==> src/rtl/fifo_pkg.sv <==
// ----------------------------------------------------------------------------
// fifo_pkg
// Shared constants and helpers for the register-array FIFO family.
//   FIFO_MODE_STD / FIFO_MODE_FWFT : read-mode selectors for the FWFT parameter
//   FIFO_DEF_AE_THRESH             : default almost-empty threshold
//   FIFO_DEF_AF_MARGIN             : default almost-full distance below DEPTH
//   fifo_clog2()                   : ceil(log2(v)), 0 for v <= 1
// ----------------------------------------------------------------------------
package fifo_pkg;

    localparam int unsigned FIFO_MODE_STD      = 0;
    localparam int unsigned FIFO_MODE_FWFT     = 1;

    localparam int unsigned FIFO_DEF_AE_THRESH = 2;
    localparam int unsigned FIFO_DEF_AF_MARGIN = 2;

    localparam int unsigned FIFO_MIN_AWIDTH    = 2;
    localparam int unsigned FIFO_MAX_AWIDTH    = 6;

    // Ceiling log2, usable in parameter expressions of FIFO variants
    function automatic int unsigned fifo_clog2(input int unsigned v);
        int unsigned r;
        int unsigned x;
        r = 0;
        x = 1;
        while (x < v) begin
            x = x << 1;
            r = r + 1;
        end
        return r;
    endfunction

endpackage : fifo_pkg

==> src/rtl/fifo_reg_flex_mem.sv <==
// ----------------------------------------------------------------------------
// fifo_reg_flex_mem
// DEPTH x DWIDTH register array, one synchronous write port and one
// asynchronous read port. Contents are not reset.
//   clk   : write clock
//   we    : write enable
//   waddr : write address
//   wdata : write data
//   raddr : read address
//   rdata : read data (combinational from raddr)
// ----------------------------------------------------------------------------
module fifo_reg_flex_mem
    import fifo_pkg::*;
#(
    parameter int unsigned DWIDTH = 8,
    parameter int unsigned AWIDTH = 4
) (
    input  logic              clk,
    input  logic              we,
    input  logic [AWIDTH-1:0] waddr,
    input  logic [DWIDTH-1:0] wdata,
    input  logic [AWIDTH-1:0] raddr,
    output logic [DWIDTH-1:0] rdata
);

    localparam int unsigned DEPTH = 1 << AWIDTH;

    logic [DWIDTH-1:0] r_mem [DEPTH];

    // Write port; a same-address read in this cycle still sees the old word
    always_ff @(posedge clk) begin
        if (we) begin
            r_mem[waddr] <= wdata;
        end
    end

    // Asynchronous read port
    assign rdata = r_mem[raddr];

endmodule : fifo_reg_flex_mem

==> src/rtl/fifo_reg_flex.sv <==
// ----------------------------------------------------------------------------
// fifo_reg_flex
// Single-clock register-array FIFO with selectable read mode (registered or
// first-word-fall-through), programmable almost-full/almost-empty thresholds,
// full-range occupancy count, overflow/underflow pulses and synchronous flush.
//   clk, rst_n    : clock, asynchronous active-low reset
//   clr           : synchronous flush (priority over rd/wr)
//   wr, wdata     : write request and data
//   rd            : read request (pop acknowledge in FWFT mode)
//   rdata, rvalid : read data and its valid
//   full, empty   : count == DEPTH / count == 0
//   almost_full   : count >= AF_THRESH
//   almost_empty  : count <= AE_THRESH
//   data_cnt      : occupancy 0..DEPTH
//   overflow      : one-cycle pulse, write refused
//   underflow     : one-cycle pulse, read refused
// ----------------------------------------------------------------------------
module fifo_reg_flex
    import fifo_pkg::*;
#(
    parameter int unsigned DWIDTH    = 8,
    parameter int unsigned AWIDTH    = 4,
    parameter int unsigned AF_THRESH = (1 << AWIDTH) - FIFO_DEF_AF_MARGIN,
    parameter int unsigned AE_THRESH = FIFO_DEF_AE_THRESH,
    parameter int unsigned FWFT      = FIFO_MODE_STD
) (
    input  logic              clk,
    input  logic              rst_n,
    input  logic              clr,
    input  logic              wr,
    input  logic [DWIDTH-1:0] wdata,
    input  logic              rd,
    output logic [DWIDTH-1:0] rdata,
    output logic              rvalid,
    output logic              full,
    output logic              empty,
    output logic              almost_full,
    output logic              almost_empty,
    output logic [AWIDTH:0]   data_cnt,
    output logic              overflow,
    output logic              underflow
);

    localparam int unsigned DEPTH = 1 << AWIDTH;
    localparam int unsigned CW    = AWIDTH + 1;

    localparam logic [CW-1:0] DEPTH_C = CW'(DEPTH);
    localparam logic [CW-1:0] AF_C    = CW'(AF_THRESH);
    localparam logic [CW-1:0] AE_C    = CW'(AE_THRESH);

    logic [AWIDTH-1:0] r_wr_ptr;
    logic [AWIDTH-1:0] r_rd_ptr;
    logic [CW-1:0]     r_cnt;
    logic              r_full;
    logic              r_empty;
    logic              r_af;
    logic              r_ae;
    logic              r_ov;
    logic              r_un;

    logic              w_wr_ok;
    logic              w_rd_ok;
    logic              w_wr_en;
    logic              w_rd_en;
    logic [CW-1:0]     w_cnt_nxt;
    logic [DWIDTH-1:0] w_mem_rdata;

    // Acceptance: a write at full is allowed when a pop frees a slot this cycle.
    // A flush suppresses both operations (and their error pulses).
    always_comb begin
        w_wr_ok   = wr & (~r_full | rd);
        w_rd_ok   = rd & ~r_empty;
        w_wr_en   = w_wr_ok & ~clr;
        w_rd_en   = w_rd_ok & ~clr;
        w_cnt_nxt = r_cnt;
        if (clr) begin
            w_cnt_nxt = '0;
        end else begin
            w_cnt_nxt = r_cnt + CW'(w_wr_en) - CW'(w_rd_en);
        end
    end

    // Pointers, count, flags and error pulses
    always_ff @(posedge clk or negedge rst_n) begin
        if (!rst_n) begin
            r_wr_ptr <= '0;
            r_rd_ptr <= '0;
            r_cnt    <= '0;
            r_full   <= 1'b0;
            r_empty  <= 1'b1;
            r_af     <= 1'b0;
            r_ae     <= 1'b1;
            r_ov     <= 1'b0;
            r_un     <= 1'b0;
        end else begin
            if (clr) begin
                r_wr_ptr <= '0;
                r_rd_ptr <= '0;
            end else begin
                r_wr_ptr <= r_wr_ptr + AWIDTH'(w_wr_en);
                r_rd_ptr <= r_rd_ptr + AWIDTH'(w_rd_en);
            end
            r_cnt   <= w_cnt_nxt;
            // Flags come from the next count so they always agree with data_cnt
            r_full  <= (w_cnt_nxt == DEPTH_C);
            r_empty <= (w_cnt_nxt == '0);
            r_af    <= (w_cnt_nxt >= AF_C);
            r_ae    <= (w_cnt_nxt <= AE_C);
            r_ov    <= ~clr & wr & ~w_wr_ok;
            r_un    <= ~clr & rd & ~w_rd_ok;
        end
    end

    fifo_reg_flex_mem #(
        .DWIDTH (DWIDTH),
        .AWIDTH (AWIDTH)
    ) u_mem (
        .clk   (clk),
        .we    (w_wr_en),
        .waddr (r_wr_ptr),
        .wdata (wdata),
        .raddr (r_rd_ptr),
        .rdata (w_mem_rdata)
    );

    // Read-mode output path
    generate
        if (FWFT == FIFO_MODE_FWFT) begin : g_fwft
            // Head word is visible as soon as registered empty drops
            assign rdata  = w_mem_rdata;
            assign rvalid = ~r_empty;
        end else begin : g_std
            logic [DWIDTH-1:0] r_rdata;
            logic              r_rvalid;

            // One-cycle read latency; rdata holds between reads
            always_ff @(posedge clk or negedge rst_n) begin
                if (!rst_n) begin
                    r_rdata  <= '0;
                    r_rvalid <= 1'b0;
                end else if (clr) begin
                    r_rvalid <= 1'b0;
                end else begin
                    r_rvalid <= w_rd_en;
                    if (w_rd_en) begin
                        r_rdata <= w_mem_rdata;
                    end
                end
            end

            assign rdata  = r_rdata;
            assign rvalid = r_rvalid;
        end
    endgenerate

    assign full         = r_full;
    assign empty        = r_empty;
    assign almost_full  = r_af;
    assign almost_empty = r_ae;
    assign data_cnt     = r_cnt;
    assign overflow     = r_ov;
    assign underflow    = r_un;

endmodule : fifo_reg_flex
==> config.mk <==
export PLATFORM = sky130hd
export DESIGN_NAME = fifo_reg_flex
export DESIGN_NICKNAME = d
export VERILOG_FILES = /design/src/rtl/fifo_pkg.sv /design/src/rtl/fifo_reg_flex_mem.sv /design/src/rtl/fifo_reg_flex.sv
export SDC_FILE = /design/constraint.sdc
export NUM_CORES = 1
export LEC_CHECK = 0
export CORE_ASPECT_RATIO = 0.5
export CORE_MARGIN = 2
export CORE_UTILIZATION = 49
export CTS_CLUSTER_SIZE = 24
export DETAILED_ROUTE_END_ITERATION = 16
export GPL_ROUTABILITY_DRIVEN = 0
export GPL_TIMING_DRIVEN = 0
export PLACE_DENSITY = 0.67
export SLEW_MARGIN = 20
export SYNTH_ARGS = -nofsm -noshare
export SYNTH_HDL_FRONTEND = slang
export SYNTH_HIERARCHICAL = 1
export SYNTH_SLANG_ARGS = --single-unit
==> constraint.sdc <==
create_clock -name clk -period 2.44 [get_ports clk]
set_input_delay 0.488 -clock clk [delete_from_list [all_inputs] [get_ports clk]]
set_output_delay 0.488 -clock clk [all_outputs]
set_load 0.05 [all_outputs]
==> flow_summary.yaml <==
pwr:
  intPower_mw: 5.33
  p_total_mw: 7.60
  p_leak_nw: 2.59
  power_frac_comb_pct: 24.8
  pwr-share-seq_pct: 41.8
  power.net_switching_mw: 2.26
  powerDensity_mw_per_mm2: 1010
  switching_share_pct: 29.8
  ir_drop_mv: 0.666
  power.share.clock_pct: 33.4
sta:
  slew_viol_final: 0
  setup_violations: 0
  finalCritPeriodShare_pct: 97.9
  rsz0062_at_grt: "yes"
  clock_skew_ps: 7.85
  hold_viol_final: 0
  slew_headroom_pct: 38.0
  setup_tns_ps: 0
  fmax_ghz: 0.419
  worstMarginPinSlew_ps: 927
  min_period_ps: 2390
floorplan:
  start_util_pct: 49.7
  die_h_microns: 83.8
  die_w_microns: 164
  fp-row-count: 29
  core_sq_mm: 0.0126
  io_pins: 33
  dieArea_sq_mm: 0.0137
synthesis:
  synth.top_cells.by_area: "edfxtp_1 62%, dfrtp_1 10%, mux4_2 6.5%"
  synth-async-reset-ratio_pct: 17.9
  synthFlopType: "edfxtp_1"
  syn_inst: 325
  synth_warnings: 6
  syn-num-nets: 348
  ys_types: 34
  synth_enable_flop_cells: 128
  yosysTopAreaCell: "edfxtp_1"
  yosys_register_bits: 156
  synthMostInstantiatedCell: "edfxtp_1"
  synth_area_sq_mm: 0.00624
  synth_top_area_share_pct: 61.6
  synth_common_cells: "128 x edfxtp_1, 26 x dfrtp_1, 24 x nor2_1, 18 x mux4_2, 16 x a22oi_1"
  synth-seq-area-share_pct: 72.9
  avgSynthCellArea_sq_um: 19.2
clock_network:
  tritoncts: "yes"
  clk_latency_ps: 420
  numCtsBuffers: 17
  cts_buffer_depth: 2
  ctsHtreeMaxLevel: 4
  clk_pin_slew_ps: 60
  clockRootBuffer: "clkbuf_16"
  cts.sinks: 156
final_layout:
  drive_gt1_share_pct: 24.7
  instances_no_fill: 563
  final_util_pct: 59.9
  nets: 402
  synthToLayoutAreaGrowth_pct: 20.6
grt:
  grt_pass1_vias: 3268
  grt_max_degree: 29
  grt_pass1_wl_microns: 19100
  overflow: 0
  grt.total_usage_pct: 20.0
  antenna_found_initial: 0
routing:
  vias: 3226
  wl_per_cell_microns: 23.0
  drcViolationCount: 0
  dr.pass1.iters: 5
  ant_nets: 0
  via_per_inst: 5.73
  wirelength_microns: 12900
  drt_iter0_markers: 277
status:
  outcome: "complete, no violations"
place:
  dpl.cell_count: 526
  dpl.hpwl_microns: 8420
  port_buffers: 31
hold_path:
  hp-class: "in2async"
critical_path:
  critical_path.endpoint_type: "flip-flop"
  r2r_cells: 10
  cp_max_fo: 3
  crit_required_ps: 2780
  critPathArrivalTime_ps: 2730
  start_kind: "primary input"
  critPathKind: "in2reg"
job:
  max_cap_violations: 0
[metal layers]
layer | global-route usage, % | vias to the layer above | routed length, microns | share of wire (%)
met2 | 30.2 | 127 | 5940 | 46
met1 | 27.9 | 1675 | 5880 | 45
met5 | 0 | - | 0 | 0
met4 | 6.70 | 0 | 180 | 1.4
met3 | 6.56 | 17 | 950 | 7.3
li1 | - | 1407 | - | -
[cells in the final DEF (no fill, tap or decap), types with 3 or more instances in the layout]
cell / Yosys / layout
a22oi_1: 16 / 16
buf_2: 4 / 4
buf_4: 1 / 5
buf_6: 3 / 3
clkbuf_16: 0 / 17
clkdlybuf4s25_2: 3 / 3
clkdlybuf4s50_1: 0 / 28
clkinv_1: 0 / 3
clkinv_4: 0 / 5
dfrtp_1: 26 / 26
edfxtp_1: 128 / 128
ha_1: 9 / 7
inv_1: 10 / 7
inv_2: 0 / 3
mux2_2: 8 / 8
mux4_1: 14 / 14
mux4_2: 18 / 18
nand2_1: 12 / 11
nand2b_1: 4 / 3
nand3_1: 5 / 4
nor2_1: 24 / 21
nor2_2: 0 / 3
nor2b_1: 7 / 7
nor3_2: 0 / 3
xnor2_1: 4 / 3
[cells by family (layout without fill, tap and decap cells)]
group | count (synthesis) | in the layout | share of synthesized area (%)
DFF | 156 | 156 | 72.9
and+or+nand+nor | 68 | 68 | 5.51
muxes | 40 | 40 | 13.8
AOI/OAI and AO/OA | 22 | 22 | 2.57
buffers and inverters | 22 | 89 | 2.13
adders and majority gates | 10 | 10 | 2.13
xor gates and xnor gates | 7 | 7 | 0.982
other | 0 | 1 | 0
[worst paths after layout]
kind | from | end | slack, ps
max reg2reg | full | almost_full | 50
min reg2reg | rdata[2] | rdata[2] | 530
min | rst_n | underflow | 110
max in group asynchronous | rst_n | rdata[1] | 1910
max | rd | almost_full | 50
min in group clk | clr | r_wr_ptr[1] | 270
[power by group through the flow]
stage                     clock [mW]  combinational (mW)  sequential, mW
after global placement             0                1.67            3.21
after floorplan                    0               0.734            3.65
final                           2.53                1.89            3.18
after detailed placement           0                1.70            3.22
after CTS                       2.59                1.78            3.17
after global routing            2.69                2.01            3.19
[area by class of cell]
cell class / instances / area, sq um
flip-flops and latches: 156 / 4550
multi-input cells: 147 / 1710
inverters: 10 / 37.5
diodes: 1 / 2.50
fillers: 889 / 5030
repair buffers: 35 / 333
well taps: 170 / 213
clock inverters: 14 / 145
clock buffers: 18 / 429
plain buffers: 12 / 110
[what timing repair did]
action	in CTS	in global routing
endpoints found under the setup margin	56	20
pin swaps	6	4
hold buffers	0	0
setup buffers	4	0
gates resized for setup	9	10
endpoints found under the hold margin	0	0
[stage by stage]
stage | area [sq um] | worst slack (ps) | hold slack [ps]
after floorplan | 6290 | -195 | 192
after global placement | 6820 | -1050 | 495
after detailed placement | 6820 | -1070 | 505
after CTS | 7450 | -37.2 | 118
after global routing | 7520 | -50.2 | 137
final | 7520 | 52.4 | 105
[state kept, by name, indices dropped and copies added, names as in the netlist]
register and cells:
almost_empty 1, almost_full 1, data_cnt 5, empty 1, full 1, overflow 1, r_rd_ptr 4, r_wr_ptr 4
rdata 8, rvalid 1, u_mem/r_mem 128, underflow 1
[worst max-delay path, cell delays in order]
cell	delay (ps)
dlygate4sd2_1	250
inv_2	100
nand2_2	90
nand3_4	110
ha_4	210
inv_2	60
ha_4	130
inv_2	40
fa_2	400
xor2_4	170
or4_4	540
a21oi_2	140
(Power assumes the default switching activity.)
